===== config.mk =====
export PLATFORM = sky130hd
export DESIGN_NAME = operand_unpacker
export DESIGN_NICKNAME = d
export VERILOG_FILES = /design/src/rtl/operand_unpacker.sv
export SDC_FILE = /design/constraint.sdc
export NUM_CORES = 1
export LEC_CHECK = 0
export CELL_PAD_IN_SITES_DETAIL_PLACEMENT = 1
export CELL_PAD_IN_SITES_GLOBAL_PLACEMENT = 1
export CORE_UTILIZATION = 25
export DETAILED_ROUTE_END_ITERATION = 8
export GPL_TIMING_DRIVEN = 0
export PLACE_DENSITY_LB_ADDON = 0.1
export SYNTH_ARGS = -nofsm -noshare
export SYNTH_HDL_FRONTEND = slang
export SYNTH_SLANG_ARGS = --single-unit

===== constraint.sdc =====
create_clock -name clk -period 22.7 [get_ports clk]
set_input_delay 2.27 -clock clk [delete_from_list [all_inputs] [get_ports clk]]
set_output_delay 2.27 -clock clk [all_outputs]
set_load 0.01 [all_outputs]

===== src/rtl/operand_unpacker.sv =====
`default_nettype none
// ============================================================================
// Module      : operand_unpacker
// Description : FPU front end. Splits two IEEE-754 single-precision words into
//               raw sign/exponent/fraction fields, classifies each operand and
//               produces a normalized unbiased exponent plus a 1.23 fraction.
//               Denormals leave this block already left-aligned.
//               Two-stage valid/ready pipeline with full-throughput stalls.
// Ports       : clk, reset (sync, active-high)
//               in_valid / in_ready / operand_a / operand_b   : input pair
//               out_valid / out_ready                         : output handshake
//               operand_sign_*, operand_exponent_*,
//               operand_fraction_*                            : raw fields
//               norm_exponent_* (10b two's-compl), norm_fraction_* (1.23)
//               class_* : one-hot {snan, qnan, inf, normal, denormal, zero}
// Revision    : 1.0  initial release
// ============================================================================
module operand_unpacker #(
    parameter bit DENORMAL_FLUSH = 1'b0
) (
    input  logic        clk,
    input  logic        reset,
    input  logic        in_valid,
    output logic        in_ready,
    input  logic [31:0] operand_a,
    input  logic [31:0] operand_b,
    output logic        out_valid,
    input  logic        out_ready,
    output logic        operand_sign_a,
    output logic        operand_sign_b,
    output logic [7:0]  operand_exponent_a,
    output logic [7:0]  operand_exponent_b,
    output logic [23:0] operand_fraction_a,
    output logic [23:0] operand_fraction_b,
    output logic [9:0]  norm_exponent_a,
    output logic [9:0]  norm_exponent_b,
    output logic [23:0] norm_fraction_a,
    output logic [23:0] norm_fraction_b,
    output logic [5:0]  class_a,
    output logic [5:0]  class_b
);

    // One-hot class encodings
    localparam logic [5:0] c_CLS_SNAN   = 6'b100000;
    localparam logic [5:0] c_CLS_QNAN   = 6'b010000;
    localparam logic [5:0] c_CLS_INF    = 6'b001000;
    localparam logic [5:0] c_CLS_NORMAL = 6'b000100;
    localparam logic [5:0] c_CLS_DENORM = 6'b000010;
    localparam logic [5:0] c_CLS_ZERO   = 6'b000001;

    // -127 in 10-bit two's complement, and +128
    localparam logic [9:0] c_EXP_MIN    = 10'h381;
    localparam logic [9:0] c_EXP_SPEC   = 10'h080;
    localparam logic [9:0] c_BIAS       = 10'd127;

    // ------------------------------------------------------------------------
    // Classification of one operand word
    // ------------------------------------------------------------------------
    function automatic logic [5:0] classify(input logic [31:0] w);
        logic [7:0]  e;
        logic [22:0] f;
        logic [5:0]  c;
        e = w[30:23];
        f = w[22:0];
        if (e == 8'h00) begin
            // Flushed denormals become zeros here; raw fields stay untouched
            if ((f == 23'd0) || DENORMAL_FLUSH)
                c = c_CLS_ZERO;
            else
                c = c_CLS_DENORM;
        end else if (e != 8'hFF) begin
            c = c_CLS_NORMAL;
        end else if (f == 23'd0) begin
            c = c_CLS_INF;
        end else if (f[22]) begin
            c = c_CLS_QNAN;
        end else begin
            c = c_CLS_SNAN;
        end
        return c;
    endfunction

    // Leading-zero count of the 23-bit fraction field (23 when all zero)
    function automatic logic [4:0] lzc23(input logic [22:0] f);
        logic [4:0] n;
        logic       found;
        n     = 5'd0;
        found = 1'b0;
        for (int i = 22; i >= 0; i--) begin
            if (!found) begin
                if (f[i])
                    found = 1'b1;
                else
                    n = n + 5'd1;
            end
        end
        return n;
    endfunction

    // ------------------------------------------------------------------------
    // Normalization: returns {norm_exponent[9:0], norm_fraction[23:0]}
    // ------------------------------------------------------------------------
    function automatic logic [33:0] normalize(input logic [31:0] w,
                                              input logic [5:0]  cls,
                                              input logic [4:0]  lz);
        logic [23:0] frac_h;
        logic [23:0] frac_sh;
        logic [4:0]  sh;
        logic [9:0]  ne;
        logic [23:0] nf;
        frac_h  = {(w[30:23] != 8'h00), w[22:0]};
        // Shift the first set bit of the denormal fraction into bit 23
        sh      = lz + 5'd1;
        frac_sh = {1'b0, w[22:0]} << sh;
        case (cls)
            c_CLS_ZERO: begin
                ne = c_EXP_MIN;
                nf = 24'h000000;
            end
            c_CLS_DENORM: begin
                ne = c_EXP_MIN - {5'd0, lz};
                nf = frac_sh;
            end
            c_CLS_NORMAL: begin
                ne = {2'b00, w[30:23]} - c_BIAS;
                nf = frac_h;
            end
            default: begin
                // inf / qnan / snan
                ne = c_EXP_SPEC;
                nf = frac_h;
            end
        endcase
        return {ne, nf};
    endfunction

    // ------------------------------------------------------------------------
    // Handshake: each stage advances when it is empty or the next one moves
    // ------------------------------------------------------------------------
    logic s1_valid_q;
    logic s2_valid_q;
    logic adv1;
    logic adv2;

    assign adv2      = !s2_valid_q || out_ready;
    assign adv1      = !s1_valid_q || adv2;
    assign in_ready  = adv1;
    assign out_valid = s2_valid_q;

    // ------------------------------------------------------------------------
    // Stage 1: capture words, classify, count leading zeros
    // ------------------------------------------------------------------------
    logic [31:0] s1_word_a_q;
    logic [31:0] s1_word_b_q;
    logic [5:0]  s1_class_a_q;
    logic [5:0]  s1_class_b_q;
    logic [4:0]  s1_lz_a_q;
    logic [4:0]  s1_lz_b_q;

    logic [5:0]  class_a_d;
    logic [5:0]  class_b_d;
    logic [4:0]  lz_a_d;
    logic [4:0]  lz_b_d;

    always_comb begin
        class_a_d = classify(operand_a);
        class_b_d = classify(operand_b);
        lz_a_d    = lzc23(operand_a[22:0]);
        lz_b_d    = lzc23(operand_b[22:0]);
    end

    always_ff @(posedge clk) begin
        if (reset) begin
            s1_valid_q   <= 1'b0;
            s1_word_a_q  <= 32'd0;
            s1_word_b_q  <= 32'd0;
            s1_class_a_q <= 6'd0;
            s1_class_b_q <= 6'd0;
            s1_lz_a_q    <= 5'd0;
            s1_lz_b_q    <= 5'd0;
        end else if (adv1) begin
            s1_valid_q <= in_valid;
            if (in_valid) begin
                s1_word_a_q  <= operand_a;
                s1_word_b_q  <= operand_b;
                s1_class_a_q <= class_a_d;
                s1_class_b_q <= class_b_d;
                s1_lz_a_q    <= lz_a_d;
                s1_lz_b_q    <= lz_b_d;
            end
        end
    end

    // ------------------------------------------------------------------------
    // Stage 2: shift/subtract and register every output
    // ------------------------------------------------------------------------
    logic [33:0] norm_a_d;
    logic [33:0] norm_b_d;

    always_comb begin
        norm_a_d = normalize(s1_word_a_q, s1_class_a_q, s1_lz_a_q);
        norm_b_d = normalize(s1_word_b_q, s1_class_b_q, s1_lz_b_q);
    end

    always_ff @(posedge clk) begin
        if (reset) begin
            s2_valid_q         <= 1'b0;
            operand_sign_a     <= 1'b0;
            operand_sign_b     <= 1'b0;
            operand_exponent_a <= 8'd0;
            operand_exponent_b <= 8'd0;
            operand_fraction_a <= 24'd0;
            operand_fraction_b <= 24'd0;
            norm_exponent_a    <= 10'd0;
            norm_exponent_b    <= 10'd0;
            norm_fraction_a    <= 24'd0;
            norm_fraction_b    <= 24'd0;
            class_a            <= 6'd0;
            class_b            <= 6'd0;
        end else if (adv2) begin
            s2_valid_q <= s1_valid_q;
            if (s1_valid_q) begin
                operand_sign_a     <= s1_word_a_q[31];
                operand_sign_b     <= s1_word_b_q[31];
                operand_exponent_a <= s1_word_a_q[30:23];
                operand_exponent_b <= s1_word_b_q[30:23];
                operand_fraction_a <= {(s1_word_a_q[30:23] != 8'h00), s1_word_a_q[22:0]};
                operand_fraction_b <= {(s1_word_b_q[30:23] != 8'h00), s1_word_b_q[22:0]};
                norm_exponent_a    <= norm_a_d[33:24];
                norm_exponent_b    <= norm_b_d[33:24];
                norm_fraction_a    <= norm_a_d[23:0];
                norm_fraction_b    <= norm_b_d[23:0];
                class_a            <= s1_class_a_q;
                class_b            <= s1_class_b_q;
            end
        end
    end

endmodule
`default_nettype wire


* Yosys cells after proc, flatten, opt, wreduce, memory -nomap -nowiden
Cells that the tools add are included.
** Word-level totals
- Word-level logic and storage cells :: 282
- Bits in writable memories :: 0
- Memories :: 0
- Register bits after elaboration :: 234
- Memory bits (read-only) :: 0
- Input port bits :: 68
- Latch bits :: 0
- Output and inout bits :: 148
** Operators by class
- Divide/modulo/power cells :: 0
- Muxes and demuxes :: 190
- Equality and inequality tests :: 8
- Multipliers :: 0
- Add/sub/neg operators :: 50
- Order comparisons :: 0
- Shift-type cells :: 2
- Reductions and logical operators :: 12
- Bitwise logic cells :: 0
** Operators with widths (number)
- 2-to-1 mux 5 bit :: 88
- adder 5 x 1 -> 5 bit, second input constant :: 46
- case mux 24 bit (2 select lines) :: 2
- 2-to-1 mux 1 bit :: 88
- case mux 10 bit (3 select lines) :: 2
- 2-to-1 mux 6 bit :: 8
- << shifter 23 x 5 -> 24 bit :: 2
- logical NOT 23 bit :: 2
- subtractor 8 x 6 -> 9 bit, first input constant :: 2
- subtractor 8 x 7 -> 9 bit, second input constant :: 2
- logical NOT 8 bit :: 2
- != test 8 bit, second input constant :: 2
- nonzero test 8 bit :: 2
- equality test 6 x 1 -> 1 bit, second input constant :: 2
- equality test 6 x 2 -> 1 bit, second input constant :: 2
- equality test 6 x 3 -> 1 bit, second input constant :: 2
- 2-to-1 mux 2 bit :: 2
- AND reduction 2 bit :: 2
- logical NOT 1 bit :: 2
- logical OR 1 bit :: 2

* Depth between registers and ports, before layout
- Word-level depth :: 67
- Mapped depth :: 68
- Mapped depth without buffers :: 68

* Worst setup path after synthesis
Ideal clock, no wire load.
- Path kind :: input -> register
- From :: input port operand_b[22]
- To :: register s1_lz_b_q[4]
- Path buffers :: 1
- Data required time :: 22564 ps
- Setup slack :: 8778 ps
- Cell stages on the path :: 67
- Arrival time :: 13786 ps
- Library setup time :: 136 ps
- Cell sequence :: clkbuf_1 nor2_1 ha_1 o31a_1 ha_1 a21o_1 ha_1 inv_1 o21ai_0 a21o_1 ha_1 inv_1 a31oi_1 ha_1 mux2i_1 a31oi_1 ha_1 nand2_1 (+31 left out) ha_1 inv_1 a21oi_1 ha_1 mux2i_1 a21oi_1 ha_1 mux2i_1 inv_1 ha_1 o31a_1 ha_1 nand2_1 nor3b_2 xnor2_1 xnor2_1 xor2_1 a211oi_2
** On the way
- Longest elaborated chain between the ends :: 67
- Elaborated cells on any way between the ends :: 89
- Those cells by class :: add/sub: 22; mux: 67
** Ends and longest elaborated chain
- start: declaration :: RTL line 26 : input logic [31:0] operand_b,
- 2-to-1 mux 1 bit :: RTL line 91 : if (f[i])
- adder 5 x 1 -> 5 bit :: RTL line 94 : n = n + 5'd1;
- 2-to-1 mux 5 bit :: RTL line 91
- 2-to-1 mux 5 bit :: RTL line 90 : if (!found) begin
- adder 5 x 1 -> 5 bit :: RTL line 94
- 2-to-1 mux 5 bit :: RTL line 91
- 2-to-1 mux 5 bit :: RTL line 90
- adder 5 x 1 -> 5 bit :: RTL line 94
- (+51 left out)
- 2-to-1 mux 5 bit :: RTL line 91
- 2-to-1 mux 5 bit :: RTL line 90
- adder 5 x 1 -> 5 bit :: RTL line 94
- 2-to-1 mux 5 bit :: RTL line 91
- 2-to-1 mux 5 bit :: RTL line 90
- adder 5 x 1 -> 5 bit :: RTL line 94
- 2-to-1 mux 5 bit :: RTL line 91
- 2-to-1 mux 5 bit * :: RTL line 90
- end signal: assignment :: RTL line 189 : s1_lz_b_q <= lz_b_d;
- end: declaration :: RTL line 158 : logic [4:0] s1_lz_b_q;
Mark *: on every way between the ends. The rest lies on a longest branch, timed or not.
A chain may end at the register's enable or synchronous reset.

* Final worst setup path
- From :: input port operand_b[20]
- To :: register s1_lz_b_q[4]
** On the way
- Longest elaborated chain between the ends :: 62
- Elaborated cells on any way between the ends :: 83
- Those cells by class :: add/sub: 20; mux: 63
** Ends and longest elaborated chain (RTL line)
- 2-to-1 mux 5 bit :: 91
- 2-to-1 mux 5 bit :: 90
- adder 5 x 1 -> 5 bit :: 94
- 2-to-1 mux 5 bit :: 91
- 2-to-1 mux 5 bit :: 90
- adder 5 x 1 -> 5 bit :: 94
- 2-to-1 mux 5 bit :: 91
- 2-to-1 mux 5 bit :: 90
- (+46 left out)
- 2-to-1 mux 5 bit :: 91
- 2-to-1 mux 5 bit :: 90
- adder 5 x 1 -> 5 bit :: 94
- 2-to-1 mux 5 bit :: 91
- 2-to-1 mux 5 bit :: 90
- adder 5 x 1 -> 5 bit :: 94
- 2-to-1 mux 5 bit :: 91
- 2-to-1 mux 5 bit * :: 90
Marked as above.

==> summary.txt <==
Worst hold path
  – Hold crit path type: reg -> reg

GRT
  – Vias in the first global route: 15.8k
  – Initial antenna violation count: 5
  – GRT Total Usage: 21.0%
  – Largest net degree at the start of global routing: 13
  – Global route overflow: 0
  – First-pass GRT wire length: 99000 um

Setup path
  – CP Class: in -> reg
  – Crit path top cell by count: ha_1
  – Top delay family on crit path: adder cells
  – Slowest cell on the critical path: or4_1
  – CP Capture Type: flop
  – Crit path DAT: 16.07 ns
  – Crit Path Max Fanout: 6
  – Max stage delay on crit path: 0.65 ns
  – Buf/Inv on CP: 5
  – Worst EP required: 23.11 ns
  – Startpoint types: input port

Placed design
  – Pre-CTS setup slack: 6.39 ns
  – IO buf count: 202
  – Placer Congestion: 0.872
  – HPWL after DPL: 53000 um

STA
  – Highest clock rate: 63.9 MHz
  – Worst setup margin: 7.04 ns
  – Fin. Hold Viols: 0
  – Clk_skew: 0.0166 ns
  – Minimum clock period: 15.66 ns
  – Unrepaired setup endpoints after global routing: no
  – Period utilization: 69.0%
  – Slew Limit Fails: 0
  – Final Setup Violations: 0
  – Slew headroom: 10.8%
  – Setup TNS: 0 ns
  – Slew @ Worst Pin: 1.33 ns

Clocking
  – Cts hold-fix bufs: 0
  – CTS Root Cell: clkbuf_16
  – CTS Sinks: 232
  – Num CTS Buffers: 26
  – Clock tree buffer depth: 3
  – Clock slew at reported path FFs: 0.07 ns
  – Worst-Skew Late Latency: 0.57 ns
  – Post-CTS setup buffers: 0
  – Post-CTS sizing: 0
  – H-tree depth: 1
  – CTS tree: yes

Layout
  – Commonest non-fill, non-tap cell in the layout: nand2_1
  – Most frequent cells in the layout: 442 x nand2_1, 234 x a21oi_1, 232 x dfxtp_1, 202 x clkdlybuf4s50_1, 199 x nor2_1
  – # nets final: 2411
  – Diode count: 0
  – Fillcell total: 7281
  – Synth-to-Final Area Change: 25.3%
  – Fraction of layout cells with a size suffix above 1: 3.98%

Yosys
  – Number of synthesized register bits: 232
  – Post-Syn Instances: 2064
  – Post-synth ARST share: 0%
  – Syn. warnings: 0
  – Distinct cells, synth: 77
  – Sequential fraction of the synthesis area: 30.7%
  – Post-synth EDFFs: 0
  – Avg Cell Area, Syn: 7.34 um2
  – Syn_nets: 2181
  – Most used DFF post-synth: dfxtp_1
  – Synthesized area: 15100 um2

Power
  – Internal: 0.760 mW
  – Overall power: 1.11 mW
  – Part of the power in the clock network: 38.9%
  – Switch Pwr: 0.347 mW
  – Power per cell area: 58.3 nW/um2
  – Leakage: 6.61 nW
  – Switching fraction of total power: 31.3%
  – Worst-case vdd ir drop: 51.1 uV
  – Flop pwr share: 40.6%
  – Logic gate share of total power: 20.5%

Floorplanning
  – Io pins: 216
  – Core Footprint: 59500 um2
  – Height of the die: 248 um
  – Die ar.: 61600 um2
  – Initial core utilization: 25.5%
  – Row cnt: 89
  – Chip width: 248 um

Routing
  – Post-route ant nets: 0
  – Via Count: 15.7k
  – Initial DRT Pass Iterations: 5
  – DRC violations left: 0
  – DRT iter0 DRCs: 722
  – Routed WL: 65800 um
  – Vias/cell: 5.08
  – Drt wl/cell: 21.3 um

Flow run
  – Max-cap viol count: 0

Run status
  – Outcome: complete, no violations
## registers in the layout, summed over array words and instances (netlist names)
name	cells
operand_fraction_b	24
norm_exponent_a	9
operand_exponent_b	8
class_a	6
norm_exponent_b	9
s1_word_b_q	32
s1_lz_b_q	5
operand_sign_a	1
norm_fraction_b	24
s1_class_b_q	6
s1_lz_a_q	5
out_valid	1
operand_fraction_a	24
s1_valid_q	1
s1_class_a_q	6
s1_word_a_q	32
operand_sign_b	1
norm_fraction_a	24
operand_exponent_a	8
class_b	6
## kinds of logic after synthesis
family / synth area share (%)
simple gates: 26.0
compound gates: 20.2
flops: 30.7
buf+inv: 4.62
xor+xnor: 6.52
mux: 7.69
fa+ha+maj: 4.31
## final timing paths
path / startpoint / to / slack, ns / cells past startpoint
max: operand_b[20] / s1_lz_b_q[4] / 7.04 / 67
min reg2reg: operand_exponent_b[0] / operand_exponent_b[0] / 0.46 / 2
max reg2reg: s1_lz_a_q[3] / norm_fraction_a[3] / 18.96 / 8
min: operand_exponent_b[0] / operand_exponent_b[0] / 0.46 / 2
## routing by layer
| layer | vias to the layer above | wire length [um] | GRT usage, % |
|---|---|---|---|
| met2 | 265 | 29300 | 33.4 |
| met1 | 7694 | 32800 | 30.3 |
| li1 | 7670 | - | - |
| met5 | - | 63 | 0 |
| met3 | 53 | 2820 | 2.75 |
| met4 | 10 | 890 | 3.69 |
## layout make-up
class	instances	area (um2)	share of cell area, %
plain buffers	142	549	2.89
clock inverters	7	65.1	0.343
inverters	40	150	0.791
flip-flops and latches	232	4640	24.5
well taps	773	967	5.10
repair buffers	202	2020	10.7
clock buffers	40	774	4.08
multi-input cells	1650	9810	51.7
## worst reg2reg max path: cells and delay by family, from the launching register on
kind,cells,cell delay (ns)
flip-flops,1,0.30
XOR/XNOR,1,0.35
AND/OR/NAND/NOR,4,1.78
buffers and inverters,1,0.43
AO/OA/AOI/OAI,2,0.82
## power by group through the flow
| stage | registers, mW | logic [mW] | clock network [mW] |
|---|---|---|---|
| 2_1_floorplan | 0.451 | 0.132 | 0 |
| 3_3_place_gp | 0.458 | 0.224 | 0 |
| 3_5_place_dp | 0.458 | 0.228 | 0 |
| 4_1_cts | 0.449 | 0.229 | 0.443 |
| 5_1_grt | 0.451 | 0.250 | 0.459 |
| 6_report | 0.449 | 0.227 | 0.430 |
## through the flow
stage               cell area [um2]  cells  hold slack (ns)  utilization [%]
floorplan                     15100   2064            0.432                -
finish                        19000   3086            0.456             31.9
global placement              18100   3039            0.447             30.5
global route                  19000   3086            0.475             31.9
CTS                           19000   3086            0.462             31.9
detailed placement            18100   3039            0.451             30.5
## synthesized netlist by cell type (all sizes together) (40+ instances only)
cell	n	area share [%]
mux2i	63	4.3
nor2	199	4.9
clkbuf	135	3.3
dfxtp	232	31
xnor2	60	3.6
xor2	40	2.3
nand2	443	11
inv	40	0.99
o21ai	81	2.7
a211oi	47	2.4
a21oi	234	7.7
ha	49	4.0
nor3	64	2.1
Note: power is estimated with default switching activity, not from simulation.
